==> config.mk <==
export PLATFORM = sky130hd
export DESIGN_NAME = regfile_sb
export DESIGN_NICKNAME = d
export VERILOG_FILES = /design/src/rtl/regfile_sb_pkg.sv /design/src/rtl/regfile_rdport.sv /design/src/rtl/regfile_sb.sv
export SDC_FILE = /design/constraint.sdc
export NUM_CORES = 1
export LEC_CHECK = 0
export BUFFER_PORTS_ARGS = -buffer_cell sky130_fd_sc_hd__buf_2
export CAP_MARGIN = 5
export CORE_MARGIN = 2
export CORE_UTILIZATION = 40
export DETAILED_ROUTE_END_ITERATION = 12
export GPL_ROUTABILITY_DRIVEN = 0
export MAX_ROUTING_LAYER = met4
export PLACE_DENSITY = 0.6
export SLEW_MARGIN = 5
export SYNTH_ARGS = -nofsm -noshare
export SYNTH_HDL_FRONTEND = slang
export SYNTH_SLANG_ARGS = --single-unit
==> constraint.sdc <==
create_clock -name clk -period 25.9 [get_ports clk]
set_input_delay 3.885 -clock clk [delete_from_list [all_inputs] [get_ports clk]]
set_output_delay 3.885 -clock clk [all_outputs]
set_load 0.05 [all_outputs]
==> src/rtl/regfile_sb_pkg.sv <==
// Shared defaults and types for the Subarashii register file with scoreboard.
package regfile_sb_pkg;

  localparam int unsigned DEF_WIDTH = 16;
  localparam int unsigned DEF_DEPTH = 16;
  localparam int unsigned DEF_NREAD = 2;
  localparam int unsigned ZERO_REG  = 0;

  // Which source feeds a read lane this cycle.
  typedef enum logic [1:0] {
    SRC_MEM,
    SRC_BYPASS,
    SRC_ZERO
  } rd_src_e;

endpackage

==> src/rtl/regfile_rdport.sv <==
// One read lane: address mux, zero-register override and write-through bypass.
module regfile_rdport
  import regfile_sb_pkg::*;
#(
  parameter int unsigned WIDTH   = DEF_WIDTH,
  parameter int unsigned DEPTH   = DEF_DEPTH,
  parameter int unsigned ZERO_R0 = 1,
  parameter int unsigned BYPASS  = 1,
  localparam int unsigned AW     = $clog2(DEPTH)
) (
  input  logic [AW-1:0]                sel_i,
  input  logic [DEPTH-1:0][WIDTH-1:0]  mem_i,
  input  logic [DEPTH-1:0]             busy_i,
  input  logic                         wen_i,
  input  logic [AW-1:0]                wsel_i,
  input  logic [WIDTH-1:0]             wdata_i,
  output logic [WIDTH-1:0]             rdata_o,
  output logic                         rbusy_o
);

  rd_src_e src;

  // Zero-register override takes priority over the bypass compare.
  always_comb begin
    src = SRC_MEM;
    if (ZERO_R0 != 0 && sel_i == AW'(ZERO_REG)) begin
      src = SRC_ZERO;
    end else if (BYPASS != 0 && wen_i && wsel_i == sel_i) begin
      src = SRC_BYPASS;
    end
  end

  always_comb begin
    rdata_o = mem_i[sel_i];
    rbusy_o = busy_i[sel_i];
    case (src)
      SRC_ZERO: begin
        rdata_o = '0;
        rbusy_o = 1'b0;
      end
      SRC_BYPASS: begin
        rdata_o = wdata_i;
        rbusy_o = 1'b0;
      end
      default: ;
    endcase
  end

endmodule

==> src/rtl/regfile_sb.sv <==
// Multi-read-port register file with write-through bypass, optional
// hardwired r0 and a per-register busy scoreboard for hazard detection.
module regfile_sb
  import regfile_sb_pkg::*;
#(
  parameter int unsigned WIDTH   = DEF_WIDTH,
  parameter int unsigned DEPTH   = DEF_DEPTH,
  parameter int unsigned NREAD   = DEF_NREAD,
  parameter int unsigned ZERO_R0 = 1,
  parameter int unsigned BYPASS  = 1,
  localparam int unsigned AW     = $clog2(DEPTH)
) (
  input  logic                    clk,
  input  logic                    rst,
  input  logic                    wen,
  input  logic [AW-1:0]           selRd,
  input  logic [WIDTH-1:0]        rd,
  input  logic                    claimEn,
  input  logic [AW-1:0]           claimSel,
  input  logic [NREAD*AW-1:0]     selR,
  output logic [NREAD*WIDTH-1:0]  rdata,
  output logic [NREAD-1:0]        rbusy,
  output logic                    anyBusy
);

  logic [DEPTH-1:0][WIDTH-1:0] mem_q, mem_d;
  logic [DEPTH-1:0]            busy_q, busy_d;
  logic                        wr_ok, clm_ok, byp_wen;

  always_comb begin
    wr_ok  = wen     && !(ZERO_R0 != 0 && selRd    == AW'(ZERO_REG));
    clm_ok = claimEn && !(ZERO_R0 != 0 && claimSel == AW'(ZERO_REG));
    mem_d  = mem_q;
    busy_d = busy_q;
    if (wr_ok) begin
      mem_d[selRd]  = rd;
      busy_d[selRd] = 1'b0;
    end
    // Claim is applied after the write so a same-register claim wins.
    if (clm_ok) begin
      busy_d[claimSel] = 1'b1;
    end
  end

  always_ff @(posedge clk or posedge rst) begin
    if (rst) begin
      mem_q  <= '0;
      busy_q <= '0;
    end else begin
      mem_q  <= mem_d;
      busy_q <= busy_d;
    end
  end

  // Bypass is suppressed during reset so every lane reads zero while rst is high.
  assign byp_wen = wen && !rst;
  assign anyBusy = |busy_q;

  for (genvar g = 0; g < NREAD; g++) begin : g_rd
    regfile_rdport #(
      .WIDTH   (WIDTH),
      .DEPTH   (DEPTH),
      .ZERO_R0 (ZERO_R0),
      .BYPASS  (BYPASS)
    ) u_rdport (
      .sel_i   (selR[g*AW +: AW]),
      .mem_i   (mem_q),
      .busy_i  (busy_q),
      .wen_i   (byp_wen),
      .wsel_i  (selRd),
      .wdata_i (rd),
      .rdata_o (rdata[g*WIDTH +: WIDTH]),
      .rbusy_o (rbusy[g])
    );
  end

endmodule

==> metrics, run 1 <==
met1 Track Usage GR 31.1%; I/O pins 71; Sw Share 29.2%; ANT nets after route 0; Slew @ Worst Pin 1.22 ns; total CTS buffers 29; combinational fraction of design power 24.8%; largest net degree at the start of global routing 125; CP Launch Type input port; DRT iter0 DRCs 883; layout cells sized above 1 52.3%; crit path kind in -> out; area of the multi-input gates 0.00731 mm^2; Mapped Cells 993; crit path max fanout 36; M2 GR Usage 36.2%; initial antenna violation count 1; # DRC 0; DP HPWL 25.6 mm; first-pass GRT wire length 63.4 mm; GRT busiest layer met2; Adder-Cell Fraction of Synth Area 0%; cell depth of the worst flop-to-flop path 1; fin util 44.9%; # hold bufs at CTS 0; FF-to-FF End mem_q[87]; Pint 0.000981 W; Post-layout nets 1043; Finish-stage setup viols 0; Synth Area in Compound Gates 6.12%; Hold Fails Final Rpt 0; Reg2Reg Launch Point mem_q[87]; Synth Area in Simple Gates 3.29%; WP data required 22.01 ns; PD cells 84.7 mW/mm^2; min-delay src mem_q[3]; Cell variety after synth 38; GRT Util Overall 22.9%; register area 0.00681 mm^2; fill cell count 3306; post-DR wirelength/cell 28.1 um; P&R area growth vs syn 11.3%; vias per cell 6.19; setup TNS 0 ns; die area 0.0383 mm^2; Sequential Power Share 42.2%; syn_nets 1029; post_cts resized 0; Die X 196 um; Max-Cap Viols 0; Worst Hold End mem_q[3]; largest family of logic cells by synthesized area multiplexers; Hold Path Depth 0; Seq/Total Area, Yosys 46.3%; Pleak 6.90 nW; Worst-path clk slew 0.06 ns; final worst-path cycle share 41.4%; Root Driver clkbuf_16; status finished, final reports clean; Synth Area per Inst 14.8 um^2; f_max 0.0932 GHz; number of synthesized flops with an enable pin 0; row count 70; Clk Latency, worst-skew pair 0.55 ns; GRT Residual Overflow 0; Synth Warn # 0; endpoint class of the critical path output pin; Synth Flop Type dfrtp_1; RSZ-0062 raised after global routing false; final clock skew 0 ns; H-tree Lvls 1; Async SR Flop Fraction 100%; Yosys reg bits 272; Worst Path Arrival 6.85 ns; Peak VDD IR 0.0000422 V; vias post-DR 9277; Mapped Area 0.0147 mm^2; core area 0.0364 mm^2; Tmin final 10.73 ns; First-pass DRT Iterations 5; worst min-delay path class reg -> reg; initial core utilization 40.3%; Sw Pwr 0.000405 W; Setup Buffers After CTS 0; port buffer count 70; vias in the first global route 9589; register-to-register setup slack 25.10 ns; CTS max path bufs 3; xor/xnor share of the synthesized area 0.417%; mux cell area share after synthesis 39.5%; die height 196 um; power share of the clock group 33.0%; Max-Slew Margin vs Limit 18.7%; max-slew violation count 0; # clock sinks 272; M3 GR Usage 2.92%; CTS tree done; final WL 42.0 mm
## worst max-delay path, cell delays in order
cell,delay [ns]
buf_4,0.51
buf_4,0.62
xor2_1,0.25
nor4_2,0.07
a21oi_1,0.15
o21a_1,0.71
a22o_1,0.31
buf_2,0.29
## registers in the layout, indices dropped and copies added (netlist names)
register	flops
busy_q	16
mem_q	256
## logic make-up after synthesis
group / Yosys count
AO/OA/AOI/OAI: 119
XOR/XNOR: 7
buffers and inverters: 121
flip-flops: 272
multiplexers: 379
AND/OR/NAND/NOR: 95
## synthesized netlist by cell type, types with 2 or more instances
master | instances | area [um^2]
buf_4 | 15 | 113
nor2_2 | 3 | 18.8
xor2_1 | 4 | 35.0
nor4_1 | 5 | 31.3
nand3_1 | 4 | 20.0
mux2_1 | 9 | 101
nor3_1 | 2 | 10.0
inv_1 | 9 | 33.8
nor3_2 | 3 | 30.0
clkbuf_1 | 46 | 173
xnor2_1 | 3 | 26.3
a22oi_1 | 64 | 480
dfrtp_1 | 272 | 6810
buf_6 | 10 | 113
mux4_2 | 137 | 3090
buf_2 | 40 | 200
nand4_1 | 2 | 12.5
o22ai_1 | 6 | 37.5
o21ai_0 | 10 | 50.1
nand2b_1 | 7 | 43.8
o31ai_1 | 2 | 15.0
nor2_1 | 9 | 33.8
a22o_1 | 32 | 280
and2_1 | 3 | 18.8
a21oi_1 | 2 | 10.0
mux2_2 | 232 | 2610
nand3b_1 | 2 | 15.0
nand2_1 | 43 | 161
nor2b_1 | 8 | 50.1
## area by class of cell
| class | count | share of cell area [%] |
|---|---|---|
| Inverter | 9 | 0.252 |
| Sequential cell | 272 | 41.6 |
| Antenna cell | 1 | 0.0153 |
| Clock inverter | 14 | 1.23 |
| Multi-Input combinational cell | 600 | 44.7 |
| Tap cell | 468 | 3.58 |
| Timing Repair Buffer | 95 | 3.35 |
| Clock buffer | 39 | 5.28 |
## placed cells by master (no fill, tap or decap), types with 10 or more instances in the layout
cell	netlist	layout
mux2_2	232	232
nand2_1	43	43
o21ai_0	10	10
mux4_2	137	137
clkbuf_16	0	29
clkbuf_8	0	10
buf_2	40	66
a22o_1	32	32
dfrtp_1	272	272
buf_4	15	29
a22oi_1	64	64
## routing by layer
| metal | up-vias | part of all wire (%) |
|---|---|---|
| met5 | - | 0 |
| met4 | 0 | 3.4 |
| met3 | 91 | 4.8 |
| met1 | 5011 | 43 |
| li1 | 3886 | - |
| met2 | 289 | 49 |
## power groups by stage
stage                     combinational (W)  sequential [W]  clock, W
final                              0.000344        0.000585  0.000457
after global routing               0.000367        0.000597  0.000483
after CTS                          0.000345        0.000583  0.000465
after detailed placement           0.000345        0.000590         0
after global placement             0.000339        0.000586         0
after floorplan                    0.000280        0.000568         0
## worst max path at each step
stage	slack [ns]	endpoint	cells after the start	start
4_1_cts	15.23	rdata[21]	8	selR[6]
5_1_grt	15.09	rdata[8]	7	selR[0]
2_1_floorplan	14.52	busy_q[0]	1	rst
6_report	15.17	rdata[21]	8	selR[6]
3_5_place_dp	15.24	rdata[21]	8	selR[6]
3_3_place_gp	15.25	rdata[21]	8	selR[6]
## metrics by stage
| step | setup slack, ns | instance area [um^2] | hold WS (ns) | cells | power [W] |
|---|---|---|---|---|---|
| detailed placement | 15.24 | 15300 | 0.382 | 1444 | 0.000935 |
| CTS | 15.23 | 16400 | 0.398 | 1497 | 0.00139 |
| global placement | 15.25 | 15300 | 0.378 | 1444 | 0.000925 |
| floorplan | 14.52 | 14700 | 0.441 | 993 | 0.000848 |
| finish | 15.17 | 16400 | 0.395 | 1498 | 0.00139 |
| global route | 15.09 | 16400 | 0.406 | 1498 | 0.00145 |
Note: power is estimated with default switching activity, not from simulation.
==> run 2, diff against run 1 <==
--- a/config.mk
+++ b/config.mk
@@ -5,6 +5,7 @@
 export SDC_FILE = /design/constraint.sdc
 export NUM_CORES = 1
 export LEC_CHECK = 0
+export ABC_AREA = 1
 export BUFFER_PORTS_ARGS = -buffer_cell sky130_fd_sc_hd__buf_2
 export CAP_MARGIN = 5
 export CORE_MARGIN = 2
@@ -12,7 +13,7 @@
 export DETAILED_ROUTE_END_ITERATION = 12
 export GPL_ROUTABILITY_DRIVEN = 0
 export MAX_ROUTING_LAYER = met4
-export PLACE_DENSITY = 0.6
+export PLACE_DENSITY = 0.62
 export SLEW_MARGIN = 5
 export SYNTH_ARGS = -nofsm -noshare
 export SYNTH_HDL_FRONTEND = slang
==> constraint.sdc (replaced) <==
create_clock -name clk -period 9.16 [get_ports clk]
set_input_delay 1.374 -clock clk [delete_from_list [all_inputs] [get_ports clk]]
set_output_delay 1.374 -clock clk [all_outputs]
set_load 0.05 [all_outputs]
==> run 2 against run 1 <==
Global-route usage is 5.2 points higher. Final area rose by 6.8%. Register-to-register slack got worse by 17 ns.
==> metrics, run 2 <==
status finished, final reports clean; Yosys reg bits 272 (unchanged); vias post-DR 15787 (+70%); PD cells 218 mW/mm^2 (+160%); total CTS buffers 30 (+3.4%); Pleak 8.59 nW (+24%); min-delay src mem_q[2]; # clock sinks 272 (unchanged); P&R area growth vs syn 8.94%; Max stage delay on crit path 0.90 ns (+0.19 ns); GRT Residual Overflow 0 (unchanged); die area 0.0417 mm^2 (+8.9%); met3 wire len 5.96 mm (+190%); WP data required 7.79 ns (-14.22 ns); DRT iter0 DRCs 1920 (+120%); Clk Latency, worst-skew pair 0.59 ns (+0.04 ns); Seq/Total Area, Yosys 42.4% (-3.9 points); final WL 56.4 mm (+34%); Max-Cap Viols 0 (unchanged); Slew @ Worst Pin 1.29 ns (+0.0706 ns); # DRC 0 (unchanged); Peak VDD IR 0.000141 V (+230%); first-pass GRT wire length 87.3 mm (+38%); Crit path max-delay family buffers and inverters; RSZ-0062 raised after global routing false; I/O pins 71 (unchanged); Top cell by count, worst path nand2_1; Die X 204 um (+4.4%); Synth Warn # 0 (unchanged); final worst-path cycle share 64.8%; leading cell type in the layout, fill and taps excluded nand2_1; register area 0.00681 mm^2 (unchanged); worst path bufs/invs 5 (+2); WL met2 23.9 mm (+16%); post-DR wirelength/cell 19.5 um (-31%); post_cts resized 0 (unchanged); area of the multi-input gates 0.00758 mm^2 (+3.7%); FF-to-FF End busy_q[3]; Tmin final 5.94 ns; count leader, synth nand2_1; Synth Area per Inst 6.66 um^2 (-55%); final instance area 0.0175 mm^2 (+6.8%); Met1 Routed Length 23.9 mm (+34%); initial antenna violation count 2 (+1); register-to-register setup slack 8.39 ns (-16.71 ns); final clock skew 0 ns (unchanged); Hold WS 0.399 ns (+0.00355 ns); Largest register FFs 256 (unchanged); # hold bufs at CTS 0 (unchanged); fill cell count 4040 (+22%); Max-Slew Margin vs Limit 13.9% (-4.7 points); Reg2Reg Launch Point busy_q[3]; cell depth of the worst flop-to-flop path 2 (+1); Async SR Flop Fraction 100% (unchanged); ANT nets after route 0 (unchanged); Worst Hold End mem_q[2]; largest net degree at the start of global routing 168 (+34%); GRT Util Overall 28.1% (+5.2 points); leading area contributor after synthesis dfrtp_1; commonest non-fill, non-tap cells in the layout nand2_1, nand3_1, dfrtp_1; CTS max path bufs 3 (unchanged); syn_nets 2445 (+140%); vias in the first global route 14472 (+51%); Worst-path clk slew 0.06 ns (about the same); f_max 0.168 GHz; Synth Flop Type dfrtp_1; Post-layout nets 2382 (+130%); Worst Path Arrival 4.57 ns (-2.28 ns); largest reg by FF count mem_q; die height 204 um (+4.4%); top post-synthesis cells by area dfrtp_1, nand2_1, nand3_1; endpoint class of the critical path output pin; Mapped Cells 2409 (+140%); crit path max fanout 93 (+160%); crit path kind in -> out; critical-path cell list buf_4 > inv_4 > buf_4 > nand3_2 > nand2_1 > inv_2 > nand2_1 > nand2_1 > buf_2; Hold Fails Final Rpt 0 (unchanged); core area 0.0396 mm^2 (+8.8%); H-tree Lvls 1 (unchanged); worst min-delay path class reg -> reg; slowest CP cell inv_4; Finish-stage setup viols 0 (unchanged); CTS tree done; number of synthesized flops with an enable pin 0 (unchanged); Setup Buffers After CTS 0 (unchanged); Mapped Area 0.0160 mm^2 (+9.1%); setup TNS 0 ns (unchanged); First-pass DRT Iterations 5 (unchanged); layout cells sized above 1 7.23% (-45 points); largest registers mem_q (256), busy_q (16); area share of the largest cell type after synthesis 42.4% (-3.9 points); initial core utilization 40.5% (+0.12 points); max-slew violation count 0 (unchanged); row count 73 (+4.3%); total power 0.00381 W (+180%); Post-DP Area 0.0165 mm^2 (+7.7%); DP HPWL 35.3 mm (+38%); vias per cell 5.46 (-12%); Hold Path Depth 0 (unchanged); Cell variety after synth 27 (-29%); synth cell count leaders nand2_1, nand3_1, dfrtp_1; CP Launch Type input port; highest metal used met4; Root Driver clkbuf_16; port buffer count 70 (unchanged)
run 2: worst max-delay path by stage:
stage	startpoint	end	slack, ns	cells past startpoint
floorplan	rst	busy_q[0]	0.29	1
global placement	selR[0]	rdata[3]	3.44	9
detailed placement	selR[0]	rdata[1]	3.37	9
CTS	selR[0]	rdata[1]	3.37	9
global route	selR[0]	rdata[10]	3.10	9
finish	selR[0]	rdata[14]	3.22	9
run 2: logic make-up after synthesis:
group	count (synthesis)	synth area share, %
and+or+nand+nor	1427	37.4
xor gates and xnor gates	3	0.164
DFF	272	42.4
buffers and inverters	416	10.4
AOI/OAI and AO/OA	291	9.53
run 2: report_power, final:
part	internal, W	leakage [nW]	switching [W]
combinational	0.000285	4.83	0.000674
sequential	0.00146	3.28	0.000143
clock	0.000737	0.485	0.000512
total	0.00248	8.59	0.00133
run 2: cell type report:
| class | instances | area share [%] |
|---|---|---|
| timing repair buffer | 96 | 3.22 |
| antenna | 2 | 0.0286 |
| inverter | 225 | 4.91 |
| sequential | 272 | 39.0 |
| clock buffer | 43 | 4.98 |
| tap | 525 | 3.76 |
| multi-input combinational | 1721 | 43.4 |
| clock inverter | 9 | 0.716 |
run 2: metal layers:
metal	global-route usage [%]	up-vias
met5	-	-
met4	12.0	0
met3	5.18	157
met2	40.5	821
met1	38.7	7295
li1	-	7514
run 2: worst register-to-register path: stages, from the launching register on:
cell	delay, ns
dfrtp_1	0.46
nand2_1	0.09
o21ai_0	0.10
run 2: per-stage QoR:
stage / util, % / instances / setup slack, ns
6_report: 44.1 / 2893 / 3.22
5_1_grt: 44.1 / 2893 / 3.10
4_1_cts: 44.1 / 2891 / 3.37
3_5_place_dp: 41.5 / 2839 / 3.37
3_3_place_gp: 41.5 / 2839 / 3.44
2_1_floorplan: - / 2409 / 0.291
==> run 3, diff against run 2 <==
--- a/config.mk
+++ b/config.mk
@@ -13,7 +13,7 @@
 export DETAILED_ROUTE_END_ITERATION = 12
 export GPL_ROUTABILITY_DRIVEN = 0
 export MAX_ROUTING_LAYER = met4
-export PLACE_DENSITY = 0.62
+export PLACE_DENSITY = 0.6
 export SLEW_MARGIN = 5
 export SYNTH_ARGS = -nofsm -noshare
 export SYNTH_HDL_FRONTEND = slang
==> constraint.sdc (replaced) <==
create_clock -name clk -period 5.6 [get_ports clk]
set_input_delay 0.84 -clock clk [delete_from_list [all_inputs] [get_ports clk]]
set_output_delay 0.84 -clock clk [all_outputs]
set_load 0.05 [all_outputs]
==> run 3 against run 2 <==
Sequential power is 64% higher. Clock power is 64% higher. Global-route usage is 1.4 points higher. Non-clock buffer count is 14 higher. Flip-flop and latch count stayed put. Final area is 0.62% higher. Largest cell class unchanged.
==> metrics, run 3 (synthesis gave the netlist of run 2 again) <==
I/O pins 71 (unchanged); vias post-DR 16008 (+1.4%); core area 0.0396 mm^2 (unchanged); Max stage delay on crit path 0.85 ns (-0.05 ns); PD cells 356 mW/mm^2 (+63%); initial core utilization 40.5% (unchanged); row count 73 (unchanged); status finished, final reports clean; setup TNS 0 ns (unchanged); Setup Buffers After CTS 0 (unchanged); crit path launch selR[7]; Largest register FFs 256 (unchanged); Pleak 8.66 nW (+0.84%); Die X 204 um (unchanged); H-tree Lvls 1 (unchanged); initial antenna violation count 1 (-1); First-pass DRT Iterations 8 (+3); cell depth of the worst flop-to-flop path 2 (unchanged); M3 GR Usage 4.54% (-0.64 points); GRT Util Overall 29.5% (+1.4 points); first-pass GRT wire length 91.7 mm (+5.1%); WP data required 4.76 ns (-3.03 ns); max-slew violation count 0 (unchanged); Finish-stage setup viols 0 (unchanged); ANT nets after route 0 (unchanged); critical-path cell list buf_2 > inv_1 > nand3_1 > inv_1 > a21oi_4 > nand2_1 > nand2_1 > buf_2; final non-filler cell total 2908 (+0.52%); leading cell type in the layout, fill and taps excluded nand2_1; Slew @ Worst Pin 1.20 ns (-0.0903 ns); DRT iter0 DRCs 1833 (-4.5%); layout cells sized above 1 7.81% (+0.58 points); register-to-register setup slack 4.83 ns (-3.56 ns); CTS max path bufs 3 (unchanged); vias per cell 5.50 (+0.88%); die area 0.0417 mm^2 (unchanged); largest registers mem_q (256), busy_q (16); P&R area growth vs syn 9.61%; Max-Slew Margin vs Limit 20.0% (+6.0 points); largest reg by FF count mem_q; # hold bufs at CTS 0 (unchanged); Hold Fails Final Rpt 0 (unchanged); post-DR wirelength/cell 20.3 um (+4.3%); worst min-delay path class in -> async; final WL 59.2 mm (+4.9%); crit path kind in -> out; placed insts 2853 (+0.49%); # clock sinks 272 (unchanged); Worst-path clk slew 0.06 ns (about the same); CP Launch Type input port; post_cts resized 0 (unchanged); M2 GR Usage 43.9% (+3.4 points); final worst-path cycle share 79.7%; Reg2Reg Launch Point busy_q[5]; Post-layout nets 2397 (+0.63%); total CTS buffers 31 (+3.3%); GRT busiest layer met2; slowest CP cell inv_1; Clk Latency, worst-skew pair 0.58 ns (about the same); GRT Residual Overflow 0 (unchanged); Root Driver clkbuf_16; FF-to-FF End busy_q[5]; Tmin final 4.46 ns; largest net degree at the start of global routing 150 (-11%); final clock skew 0 ns (unchanged); crit path max fanout 23 (-75%); met1 Track Usage GR 39.8% (+1.1 points); vias in the first global route 15073 (+4.2%); die height 204 um (unchanged); commonest non-fill, non-tap cells in the layout nand2_1, nand3_1, dfrtp_1; f_max 0.224 GHz; fin util 44.3% (+0.27 points); endpoint class of the critical path output pin; Max-Cap Viols 0 (unchanged); RSZ-0062 raised after global routing false; port buffer count 70 (unchanged); # DRC 0 (unchanged); CTS tree done; DP HPWL 36.1 mm (+2.4%); Peak VDD IR 0.000244 V (+74%); Worst Path Arrival 3.62 ns (-0.95 ns)
==> run 3: cell count changes in the layout (fill, tap and decap cells not counted) <==
cell        previous run  this run
bufinv_16              3         2
diode_2                2         1
clkinv_4               0         1
clkbuf_1               7         8
clkbuf_8               5         8
inv_8                  1         0
clkinvlp_4             2         1
buf_4                 27        41
==> run 3: routing by layer <==
layer | vias up | wire length [um]
li1 | 7552 | -
met1 | 7463 | 24800
met2 | 835 | 25700
met3 | 158 | 5810
met4 | 0 | 2830
met5 | - | 0
==> run 3: cell type report <==
| class | instances | area [um^2] |
|---|---|---|
| inverter | 225 | 853 |
| timing repair buffer | 110 | 668 |
| sequential | 272 | 6810 |
| tap | 525 | 657 |
| clock buffer | 47 | 916 |
| multi-input combinational | 1721 | 7580 |
| antenna | 1 | 2.50 |
| fill | 4128 | 22100 |
| clock inverter | 7 | 88.8 |
==> run 3: worst max-delay path by stage <==
stage                end  slack (ns)  depth (start not counted)
2_1_floorplan  busy_q[0]        1.16                          1
3_3_place_gp   rdata[29]        1.19                          8
3_5_place_dp   rdata[29]        1.18                          8
4_1_cts        rdata[29]        1.17                          8
5_1_grt        rdata[29]        1.02                          8
6_report       rdata[29]        1.14                          8
==> run 3: report_power, final <==
part / internal, W / total [W] / switching, W
clock: 0.00120 / 0.00205 / 0.000843
combinational: 0.000470 / 0.00158 / 0.00111
sequential: 0.00239 / 0.00262 / 0.000230
==> run 3: worst max-delay path, delay by kind of cell <==
kind / cells / cell delay, ns
buffers and inverters: 4 / 1.50
AND/OR/NAND/NOR: 3 / 1.12
AO/OA/AOI/OAI: 1 / 0.14
==> run 3: per-stage QoR <==
stage	hold WS (ns)	total power [W]	worst slack (ns)	area [um^2]
6_report	0.365	0.00625	1.14	17600
5_1_grt	0.413	0.00661	1.02	17600
4_1_cts	0.366	0.00625	1.17	17600
3_5_place_dp	0.390	0.00421	1.18	16600
3_3_place_gp	0.386	0.00417	1.19	16600
2_1_floorplan	0.451	0.00376	1.16	16000
